<file path="config.mk">
export PLATFORM = sky130hd
export DESIGN_NAME = instruction_fetch_unit
export DESIGN_NICKNAME = d
export VERILOG_FILES = /design/src/rtl/instruction_fetch_unit_pkg.sv /design/src/rtl/instruction_fetch_unit.sv
export SDC_FILE = /design/constraint.sdc
export NUM_CORES = 1
export LEC_CHECK = 0
export ABC_AREA = 1
export ABC_CLOCK_PERIOD_IN_PS = 1900
export CORE_ASPECT_RATIO = 1.25
export CORE_MARGIN = 3
export CORE_UTILIZATION = 30
export CTS_BUF_LIST = sky130_fd_sc_hd__clkbuf_16
export CTS_CLUSTER_SIZE = 12
export DETAILED_ROUTE_END_ITERATION = 10
export GPL_TIMING_DRIVEN = 1
export REMOVE_ABC_BUFFERS = 1
export SETUP_SLACK_MARGIN = 0.05
export SYNTH_ARGS = -nofsm -noshare
export SYNTH_HDL_FRONTEND = slang
export SYNTH_SLANG_ARGS = --single-unit
export TNS_END_PERCENT = 100
</file>
<file path="constraint.sdc">
create_clock -name clk -period 1.9 [get_ports clk]
set_input_delay 0.38 -clock clk [delete_from_list [all_inputs] [get_ports clk]]
set_output_delay 0.38 -clock clk [all_outputs]
set_load 0.01 [all_outputs]
</file>
<file path="src/rtl/instruction_fetch_unit_pkg.sv">
// ============================================================================
// Module  : instruction_fetch_unit_pkg
// Brief   : Shared defaults, opcode field layout and FSM encoding for fetch.
// Revision: 1.0 - initial release
// ============================================================================
`default_nettype none

package instruction_fetch_unit_pkg;

    localparam int          C_ADDR_W    = 8;
    localparam int          C_INSTR_W   = 32;
    localparam int          C_CNT_W     = 16;
    localparam int          C_RESET_PC  = 0;
    localparam logic [5:0]  C_HALT_OP   = 6'h3F;
    localparam int          C_OPC_W     = 6;    // opcode occupies [INSTR_W-1 -: 6], i.e. [31:26]

    typedef enum logic [0:0] {
        ST_RUN  = 1'b0,
        ST_HALT = 1'b1
    } fetch_state_e;

endpackage

`default_nettype wire

</file>
<file path="src/rtl/instruction_fetch_unit.sv">
// ============================================================================
// Module  : instruction_fetch_unit
// Brief   : PC owner and IF/ID register with decode handshake, redirect flush
//           and sticky HALT on the reserved opcode.
// Revision: 1.0 - initial release
// ============================================================================
`default_nettype none

module instruction_fetch_unit
    import instruction_fetch_unit_pkg::*;
#(
    parameter int                ADDR_W   = C_ADDR_W,
    parameter int                INSTR_W  = C_INSTR_W,
    parameter logic [ADDR_W-1:0] RESET_PC = ADDR_W'(C_RESET_PC),
    parameter logic [5:0]        HALT_OP  = C_HALT_OP,
    parameter int                CNT_W    = C_CNT_W
) (
    input  logic               clk,
    input  logic               rst,
    output logic [ADDR_W-1:0]  Address,
    input  logic [INSTR_W-1:0] InstructionIn,
    input  logic               IdReady,
    input  logic               Redirect,
    input  logic [ADDR_W-1:0]  RedirectTarget,
    output logic               IfIdValid,
    output logic [INSTR_W-1:0] IfIdInstr,
    output logic [ADDR_W-1:0]  IfIdPcPlus4,
    output logic               Halted,
    output logic [CNT_W-1:0]   FetchCount
);

    fetch_state_e       r_state_q,   w_state_d;
    logic [ADDR_W-1:0]  r_pc_q,      w_pc_d;
    logic               r_valid_q,   w_valid_d;
    logic [INSTR_W-1:0] r_instr_q,   w_instr_d;
    logic [ADDR_W-1:0]  r_pcp4_q,    w_pcp4_d;
    logic [CNT_W-1:0]   r_cnt_q,     w_cnt_d;

    logic               w_accept;
    logic               w_halt_hit;
    logic [ADDR_W-1:0]  w_pc_plus4;

    assign w_accept   = (r_state_q == ST_RUN) && (!r_valid_q || IdReady);
    assign w_halt_hit = (InstructionIn[INSTR_W-1 -: C_OPC_W] == HALT_OP);
    assign w_pc_plus4 = r_pc_q + ADDR_W'(4);   // wraps modulo 2^ADDR_W

    always_comb begin
        w_state_d = r_state_q;
        w_pc_d    = r_pc_q;
        w_valid_d = r_valid_q;
        w_instr_d = r_instr_q;
        w_pcp4_d  = r_pcp4_q;
        w_cnt_d   = r_cnt_q;

        if (Redirect) begin
            // Redirect wins over everything but reset and also releases HALT
            w_pc_d    = {RedirectTarget[ADDR_W-1:2], 2'b00};
            w_valid_d = 1'b0;
            w_state_d = ST_RUN;
        end else if (r_state_q == ST_RUN) begin
            if (w_accept) begin
                if (w_halt_hit) begin
                    w_state_d = ST_HALT;
                    w_valid_d = 1'b0;
                end else begin
                    w_instr_d = InstructionIn;
                    w_pcp4_d  = w_pc_plus4;
                    w_valid_d = 1'b1;
                    w_pc_d    = w_pc_plus4;
                    if (!(&r_cnt_q)) begin
                        w_cnt_d = r_cnt_q + CNT_W'(1);
                    end
                end
            end
        end else begin
            if (r_valid_q && IdReady) begin
                w_valid_d = 1'b0;
            end
        end
    end

    always_ff @(posedge clk) begin
        if (rst) begin
            r_state_q <= ST_RUN;
            r_pc_q    <= RESET_PC;
            r_valid_q <= 1'b0;
            r_instr_q <= '0;
            r_pcp4_q  <= '0;
            r_cnt_q   <= '0;
        end else begin
            r_state_q <= w_state_d;
            r_pc_q    <= w_pc_d;
            r_valid_q <= w_valid_d;
            r_instr_q <= w_instr_d;
            r_pcp4_q  <= w_pcp4_d;
            r_cnt_q   <= w_cnt_d;
        end
    end

    assign Address     = r_pc_q;
    assign IfIdValid   = r_valid_q;
    assign IfIdInstr   = r_instr_q;
    assign IfIdPcPlus4 = r_pcp4_q;
    assign Halted      = (r_state_q == ST_HALT);
    assign FetchCount  = r_cnt_q;

endmodule

`default_nettype wire
</file>
==> results.cfg, run 1 <==
[worst_hold_path]
hold_path_end = IfIdInstr[4]$_SDFFE_PP0P_
hold_path.startpoint = rst
min_path_cells = 2
hp-class = input port to flip-flop

[worst_setup_path]
crit_path_start_kind = flip-flop
crit_required_ps = 1520
crit_arrival_ps = 1350
worstReg2RegStart = FetchCount[0]$_SDFFE_PP0P_
path_max_fanout = 7
worst-setup-path-type = flip-flop to primary output
reg2reg_depth = 9
cp_num_buf_inv = 1
crit_path_max_incr_delay_ps = 580
worstReg2RegEnd = FetchCount[15]$_SDFFE_PP0P_
end_kind = primary output
path_delay_family = buffers and inverters
cp_cell_sequence = clkdlybuf4s50_1
cp_slowest_cell = clkdlybuf4s50_1
r2r_slack_ps = 290

[clocking]
cts_tree = built
post-cts-setup-buffers = 0
htree_levels = 3
numClockSinks = 62
clock_latency_ps = 320
clockBufferDepth = 2
cts_buffers = 9
cts-root-buf = clkbuf_16
clkTransAtPathRegs_ps = 50

[routing]
via_count = 2763
dr.pass1.iters = 5
drc_errors = 0
final_antenna_net_count = 0
initialDrtViolationCount = 95
wl_per_cell_um = 12.3
drt_wl_total_mm = 7.61
routed_via_density = 4.46

[global_route]
grt_pass1_vias = 2589
grt_max_degree = 26
grt_overflow = 0
antenna_found_initial = 0
grt_use_total_pct = 14.8
grt_pass1_wl_mm = 12.2

[placement]
portBuffers = 103
gp_congestion = 0.766
dpl.cell_count = 602
hpwl_mm = 5.49

[logic_synthesis]
synth_cell_types = 31
synthArstFlopShare_pct = 0
synth_area_um2 = 2720
ys_seq_area_share_pct = 45.6
synth_area_leader_cell = dfxtp_1
synth_common_cells = 141 x nand2_1, 62 x dfxtp_1, 58 x a21oi_1, 31 x nor2_1, 16 x inv_1
synthCells = 380
synth_top_flop_cell = dfxtp_1
synthMostInstantiatedCell = nand2_1
ys_warn_count = 0
synth-seq-cells = 62
synth_top_area_share_pct = 45.6
syn_avg_cell_area_um2 = 7.16
synth.area.top_cells = dfxtp_1 46%, nand2_1 19%, a21oi_1 11%
synth_edf_count = 0

[cells_and_area]
final_util_pct = 48.7
diodes = 0
final_cells = 619
fill_cells = 908
fin_nets = 540
syn2layout_area_growth_pct = 56.4
drive_gt1_share_pct = 9.02

[floorplanning]
die_height_um = 113
core-area_um2 = 8750
die_x_um = 91.2
start_util_pct = 31.1
row_count = 38
io_pins = 110
die_area_um2 = 10300

[pwr]
switchingPower_mw = 0.809
switching_share_pct = 22.7
leakagePower_nw = 1.66
p_int_mw = 2.76
comb_power_share_pct = 13.7
power_density_nw_per_um2 = 837
power_frac_seq_pct = 39.5
ir_drop_uv = 578
clkPwrFrac_pct = 46.8

[sta]
period_needed_ps = 1730
finalSetupViolations = 0
hold_viol = 0
fmax_mhz = 579
fin_skew_ps = 5.66
grt_setup_unrepaired = no
drv_slew = 0
min_period_over_period_pct = 91.0

[status]
outcome = finished clean

[flow_run]
max_cap_viol_count = 0
==> layout make-up <==
cell class	count	area, um^2	area share (%)
well taps	120	150	3.53
clock buffers	9	225	5.29
repair buffers	120	1180	27.7
multi-input cells	282	1310	30.8
flip-flops and latches	62	1240	29.2
inverters	19	71.3	1.67
clock inverters	7	78.8	1.85
==> repair_timing <==
item                       4_1_cts  5_1_grt
hold buffers                     0        0
setup endpoints to repair        0       15
resized for setup                0        1
==> state kept, by name, indices dropped and copies added (netlist names) <==
| signal | flops |
|---|---|
| IfIdPcPlus4 | 6 |
| Address | 6 |
| IfIdInstr | 32 |
| IfIdValid | 1 |
| Halted | 1 |
| FetchCount | 16 |
==> how the worst max path moves through the flow <==
stage	from	to	slack, ps	depth (start not counted)
floorplan	IdReady	FetchCount[1]$_SDFFE_PP0P_	100	7
global placement	IdReady	FetchCount[14]$_SDFFE_PP0P_	-170	8
detailed placement	IdReady	FetchCount[14]$_SDFFE_PP0P_	-210	8
CTS	FetchCount[0]$_SDFFE_PP0P_	FetchCount[14]$_SDFFE_PP0P_	60	9
global route	InstructionIn[27]	IfIdPcPlus4[5]$_SDFFE_PP0P_	100	9
finish	FetchCount[12]$_SDFFE_PP0P_	FetchCount[12]	170	1
==> stage by stage <==
stage / total power, mW / cell area, um^2 / setup WS (ps) / setup TNS (ps) / hold slack [ps]
after global placement: 1.91 / 3940 / -174 / -3870 / 450
after CTS: 3.61 / 4250 / 55.2 / 0 / 401
after detailed placement: 1.92 / 3940 / -214 / -4790 / 455
after global routing: 3.72 / 4260 / 97.2 / 0 / 422
final: 3.56 / 4260 / 172 / 0 / 417
after floorplan: 1.61 / 2610 / 100 / 0 / 449
==> metal layers <==
metal | track usage, % | up-vias | wire length [um]
met1 | 15.9 | 1229 | 3110
met3 | 6.50 | 11 | 646
met5 | 0 | - | 0
met4 | 5.73 | 0 | 138
met2 | 25.4 | 91 | 3710
li1 | - | 1432 | -
==> power groups by stage <==
stage	Combinational [mW]	Sequential [mW]	Clock (mW)
floorplan	0.145	1.46	0
global placement	0.483	1.43	0
detailed placement	0.487	1.43	0
CTS	0.490	1.41	1.71
global route	0.533	1.41	1.77
finish	0.488	1.41	1.67
==> cell families after synthesis <==
| group | Yosys count | share of synthesized area [%] |
|---|---|---|
| AND/OR/NAND/NOR | 202 | 31.6 |
| adder cells (fa/ha/maj) | 2 | 0.919 |
| other | 1 | 0.138 |
| XOR/XNOR | 6 | 1.93 |
| buffers and inverters | 40 | 7.03 |
| AO/OA/AOI/OAI | 67 | 12.8 |
| flip-flops | 62 | 45.6 |
==> cells in the final DEF, fill, tap and decap left out, types with 2 or more instances in the layout <==
cell / count
clkinv_1: 6
nand2_1: 141
clkbuf_16: 9
nor2_1: 31
nand2_2: 4
inv_1: 16
clkdlybuf4s50_1: 102
buf_4: 15
nor2_4: 3
o21a_1: 4
o21ai_0: 2
nor3_1: 2
conb_1: 4
o21ai_1: 2
ha_1: 2
xnor2_1: 5
nand3_1: 13
buf_12: 2
dfxtp_1: 62
inv_2: 2
a21oi_1: 58
bufinv_16: 2
nand4_1: 2
Power figures use the tool's default switching activity.
==> inputs of run 2 (changes only) <==
--- a/config.mk
+++ b/config.mk
@@ -11,6 +11,7 @@
 export CORE_MARGIN = 3
 export CORE_UTILIZATION = 30
 export CTS_BUF_LIST = sky130_fd_sc_hd__clkbuf_16
+export CTS_CLUSTER_DIAMETER = 200
 export CTS_CLUSTER_SIZE = 12
 export DETAILED_ROUTE_END_ITERATION = 10
 export GPL_TIMING_DRIVEN = 1
==> constraint.sdc (replaced) <==
create_clock -name clk -period 1.9 [get_ports clk]
set_input_delay 0.57 -clock clk [delete_from_list [all_inputs] [get_ports clk]]
set_output_delay 0.57 -clock clk [all_outputs]
set_load 0.01 [all_outputs]
==> results.cfg, run 2 (same netlist as run 1, synthesis figures left out) <==
[floorplanning]
die_area_um2 = 10300
core-area_um2 = 8750
die_height_um = 113
row_count = 38
start_util_pct = 31.1
die_x_um = 91.2
io_pins = 110

[worst_setup_path]
crit_path_max_incr_delay_ps = 570
end_kind = primary output
cp_slowest_cell = clkdlybuf4s50_1
cp_num_buf_inv = 1
crit_required_ps = 1330
crit_arrival_ps = 1270
path_delay_family = buffers and inverters
r2r_slack_ps = 260
cp_cell_sequence = clkdlybuf4s50_1
crit_path_start_kind = flip-flop
worst-setup-path-type = flip-flop to primary output
path_max_fanout = 3

[sta]
min_period_over_period_pct = 97.0
fmax_mhz = 543
fin_skew_ps = 5.48
hold_viol = 0
period_needed_ps = 1840
worst_slack_ps = 57.3
grt_setup_unrepaired = yes
finalSetupViolations = 0
drv_slew = 0

[cells_and_area]
final_common_cell = nand2_1
diodes = 0
largest_reg_flops = 32
fin_nets = 547
final_util_pct = 50.7
syn2layout_area_growth_pct = 62.9
final_cell_mix = 139 x nand2_1, 83 x clkdlybuf4s50_1, 57 x a21oi_1
drive_gt1_share_pct = 13.6

[placement]
dp_slack_ps = -403
portBuffers = 103
hpwl_mm = 5.42
gp_congestion = 0.775

[global_route]
grt_overflow = 0
grtUsageMet2_pct = 26.1
grt_use_total_pct = 15.0
met1_usage_pct = 16.8
grt_max_degree = 30
antenna_found_initial = 0
grt.busiest_layer = met2
grt_pass1_wl_mm = 12.5
grt_util_met3_pct = 6.17
grt_pass1_vias = 2641

[clocking]
clkTransAtPathRegs_ps = 50
clock_latency_ps = 320
htree_levels = 3
cts_buffers = 9
clockBufferDepth = 2
numClockSinks = 62
ctsHoldBuffers = 0
cts_tree = built
cts-root-buf = clkbuf_16

[pwr]
power_mw = 3.60
switchingPower_mw = 0.821
ir_drop_uv = 446
clkPwrFrac_pct = 46.4
comb_power_share_pct = 14.4
leakagePower_nw = 1.94
power_frac_seq_pct = 39.1
p_int_mw = 2.78
switching_share_pct = 22.8
power_density_nw_per_um2 = 811

[routing]
wl_per_cell_um = 12.4
routed_via_density = 4.44
dr.pass1.iters = 5
via_count = 2778
initialDrtViolationCount = 93
final_antenna_net_count = 0
drc_errors = 0
drt_wl_total_mm = 7.74

[status]
outcome = finished clean

[flow_run]
max_cap_viol_count = 0

[worst_hold_path]
hp-class = flip-flop to flip-flop
-- run 2: cell types whose count changed in the layout (fill, tap and decap cells not counted), moves of 2 or more --
cell             previous run  this run
clkbuf_16                   9        11
buf_6                       0         2
nand2_1                   141       139
dfxtp_1                    62        51
dfxtp_2                     0        11
dlygate4sd2_1               0         7
dlymetal6s2s_1              0        12
clkdlybuf4s50_1           102        83
clkinv_1                    6         4
-- run 2: power by group through the flow --
stage / logic [mW] / registers [mW] / clock network (mW)
after detailed placement: 0.480 / 1.43 / 0
after global placement: 0.476 / 1.43 / 0
after floorplan: 0.145 / 1.46 / 0
final: 0.519 / 1.41 / 1.67
after global routing: 0.567 / 1.42 / 1.78
after CTS: 0.487 / 1.41 / 1.72
-- run 2: metrics by stage --
step	instances	TNS, ps	area (um^2)	hold slack, ps
after floorplan	362	-597	2610	484
after global routing	626	0	4440	473
after CTS	620	0	4270	464
after detailed placement	602	-17360	3930	455
final	626	0	4440	460
after global placement	602	-15270	3930	451
-- run 2: tightest hold or removal path, delay by kind of cell (launching register included) --
family	cells	cell delay, ps
compound gates	1	50
simple gates	1	60
flops	1	300
-- run 2: final timing paths --
check	from	end	cells past startpoint
hold reg to reg	IfIdInstr[17]$_SDFFE_PP0P_	IfIdInstr[17]$_SDFFE_PP0P_	2
setup / recovery	IfIdValid$_SDFFE_PP0P_	IfIdValid	1
setup reg to reg	FetchCount[0]$_SDFFE_PP0P_	FetchCount[10]$_SDFFE_PP0P_	9
hold / removal	IfIdInstr[17]$_SDFFE_PP0P_	IfIdInstr[17]$_SDFFE_PP0P_	2
-- run 2: timing repair --
action / CTS / global route
resized for setup: 21 / 25
cloned: 1 / 3
buffers inserted: 1 / 3
pin swaps: 2 / 9
endpoints found under the setup margin: 46 / 66
hold endpoints to repair: 0 / 0
-- run 2: routing by layer --
layer  vias to the layer above  share of wire (%)  wire (um)
met5                         -                  0          0
met3                         7                7.6        590
met4                         0               0.85         66
met2                        77                 51       3910
li1                       1447                  -          -
met1                      1247                 41       3170
-- run 2: cell type report --
| type | count | area, um^2 |
|---|---|---|
| tap | 120 | 150 |
| timing repair buffer | 126 | 1300 |
| clock inverter | 7 | 80.1 |
| fill | 880 | 4310 |
| clock buffer | 9 | 225 |
| multi-input combinational | 283 | 1350 |
| inverter | 19 | 78.8 |
| sequential | 62 | 1250 |
==> inputs of run 3 (changes only) <==
--- a/config.mk
+++ b/config.mk
@@ -6,7 +6,7 @@
 export NUM_CORES = 1
 export LEC_CHECK = 0
 export ABC_AREA = 1
-export ABC_CLOCK_PERIOD_IN_PS = 1900
+export ABC_CLOCK_PERIOD_IN_PS = 1820
 export CORE_ASPECT_RATIO = 1.25
 export CORE_MARGIN = 3
 export CORE_UTILIZATION = 30
@@ -14,7 +14,9 @@
 export CTS_CLUSTER_DIAMETER = 200
 export CTS_CLUSTER_SIZE = 12
 export DETAILED_ROUTE_END_ITERATION = 10
+export GPL_ROUTABILITY_DRIVEN = 0
 export GPL_TIMING_DRIVEN = 1
+export RECOVER_POWER = 50
 export REMOVE_ABC_BUFFERS = 1
 export SETUP_SLACK_MARGIN = 0.05
 export SYNTH_ARGS = -nofsm -noshare
==> constraint.sdc (replaced) <==
create_clock -name clk -period 1.82 [get_ports clk]
set_input_delay 0.546 -clock clk [delete_from_list [all_inputs] [get_ports clk]]
set_output_delay 0.546 -clock clk [all_outputs]
set_load 0.01 [all_outputs]
==> results.cfg, run 3 (same netlist as run 1, synthesis figures left out) <==
[worst_setup_path]
crit_arrival_ps = 1180
cp_num_buf_inv = 1
path_depth = 1
worstReg2RegEnd = FetchCount[6]$_SDFFE_PP0P_
cp_cell_sequence = clkdlybuf4s50_1
cp_slowest_cell = clkdlybuf4s50_1
path_delay_family = buffers and inverters
r2r_slack_ps = 160
worst-setup-path-type = flip-flop to primary output
crit_path_max_incr_delay_ps = 540
crit_path_start_kind = flip-flop
end_kind = primary output
reg2reg_depth = 9
path_max_fanout = 2
cp-startpoint = IfIdInstr[9]$_SDFFE_PP0P_
endpoint = IfIdInstr[9]
crit_required_ps = 1270
worstReg2RegStart = FetchCount[0]$_SDFFE_PP0P_

[floorplanning]
io_pins = 110
core-area_um2 = 8750
die_height_um = 113
start_util_pct = 31.1
row_count = 38
die_x_um = 91.2
die_area_um2 = 10300

[clocking]
clkTransAtPathRegs_ps = 50
htree_levels = 3
ctsHoldBuffers = 0
numClockSinks = 62
cts-root-buf = clkbuf_16
clock_latency_ps = 320
cts_tree = built
cts_buffers = 9
clockBufferDepth = 2

[placement]
portBuffers = 103
dp_slack_ps = -459
place_area_um2 = 3930
hpwl_mm = 5.50

[cells_and_area]
diodes = 0
final_cell_mix = 138 x nand2_1, 62 x dfxtp_1, 57 x a21oi_1
largest_reg_flops = 32
final_common_cell = nand2_1
syn2layout_area_growth_pct = 58.5
drive_gt1_share_pct = 11.7
fin_nets = 553
stdcell_area_um2 = 4320

[routing]
via_count = 2803
drc_errors = 0
routed_via_density = 4.44
dr.pass1.iters = 4
wl_per_cell_um = 12.4
drt_wl_total_mm = 7.85
initialDrtViolationCount = 105
final_antenna_net_count = 0

[global_route]
grt_overflow = 0
grt_pass1_vias = 2635
grt.busiest_layer = met2
met1_usage_pct = 17.2
grt_max_degree = 30
grt_use_total_pct = 15.4
grt_util_met3_pct = 5.16
grtUsageMet2_pct = 26.2
antenna_found_initial = 0
grt_pass1_wl_mm = 12.5

[status]
outcome = finished clean

[sta]
fin_skew_ps = 6.96
hold_viol = 0
whs_ps = 459
drv_slew = 0
period_needed_ps = 1730
worst_slack_ps = 94.1
min_period_over_period_pct = 94.8
grt_setup_unrepaired = no
fmax_mhz = 579
finalSetupViolations = 0

[pwr]
power_density_nw_per_um2 = 794
leakagePower_nw = 1.88
ir_drop_uv = 484

[worst_hold_path]
hp-class = flip-flop to flip-flop

[flow_run]
max_cap_viol_count = 0
==> run 3: cell types whose count changed in the layout (fill, tap and decap cells not counted), sizes merged, moves of 2 or more <==
cell           before  now
buf                22   27
bufinv              2    0
clkbuf             11   14
clkdlybuf4s25       0   23
clkdlybuf4s50      83   41
dlygate4sd2         7   30
dlymetal6s2s       12    6
inv                19   21
==> run 3: worst min path at each step <==
stage / from / to / slack [ps] / depth (start not counted)
floorplan: IfIdInstr[0]$_SDFFE_PP0P_ / IfIdInstr[0]$_SDFFE_PP0P_ / 480 / 2
global placement: IfIdInstr[16]$_SDFFE_PP0P_ / IfIdInstr[16]$_SDFFE_PP0P_ / 450 / 2
detailed placement: IfIdInstr[31]$_SDFFE_PP0P_ / IfIdInstr[31]$_SDFFE_PP0P_ / 460 / 2
CTS: IfIdInstr[19]$_SDFFE_PP0P_ / IfIdInstr[19]$_SDFFE_PP0P_ / 460 / 2
global route: IfIdInstr[19]$_SDFFE_PP0P_ / IfIdInstr[19]$_SDFFE_PP0P_ / 480 / 2
finish: IfIdInstr[27]$_SDFFE_PP0P_ / IfIdInstr[27]$_SDFFE_PP0P_ / 460 / 2
==> run 3: what timing repair did <==
| item | 4_1_cts | 5_1_grt |
|---|---|---|
| gates cloned | 2 | 1 |
| setup buffers | 8 | 1 |
| setup endpoints to repair | 84 | 70 |
| pin swaps | 4 | 7 |
| resized for setup | 50 | 36 |
==> run 3: final cells by class <==
| type | count | area, um^2 |
|---|---|---|
| Inverter | 19 | 78.8 |
| Timing Repair inverter | 1 | 6.26 |
| Tap cell | 120 | 150 |
| Timing Repair Buffer | 132 | 1250 |
| Fill cell | 921 | 4430 |
| Clock inverter | 6 | 22.5 |
| Multi-Input combinational cell | 282 | 1340 |
| Sequential cell | 62 | 1240 |
| Clock buffer | 9 | 225 |
==> run 3: through the flow <==
step | TNS, ps | cells | utilization [%] | power, mW
finish | 0 | 631 | 49.3 | 3.43
global route | 0 | 631 | 49.3 | 3.61
CTS | 0 | 629 | 49.1 | 3.49
detailed placement | -23330 | 604 | 45.0 | 2.00
global placement | -22110 | 604 | 45.0 | 1.99
floorplan | -1570 | 362 | - | 1.68
==> run 3: power breakdown <==
group	total, mW	internal [mW]	switching, mW
Sequential	1.47	1.43	0.0434
Combinational	0.513	0.271	0.243
Clock	1.45	0.882	0.563
==> run 3: layer usage <==
layer	routed length (um)	up-vias
met5	0	-
met4	157	0
met3	637	11
met2	3900	86
met1	3150	1244
li1	-	1462
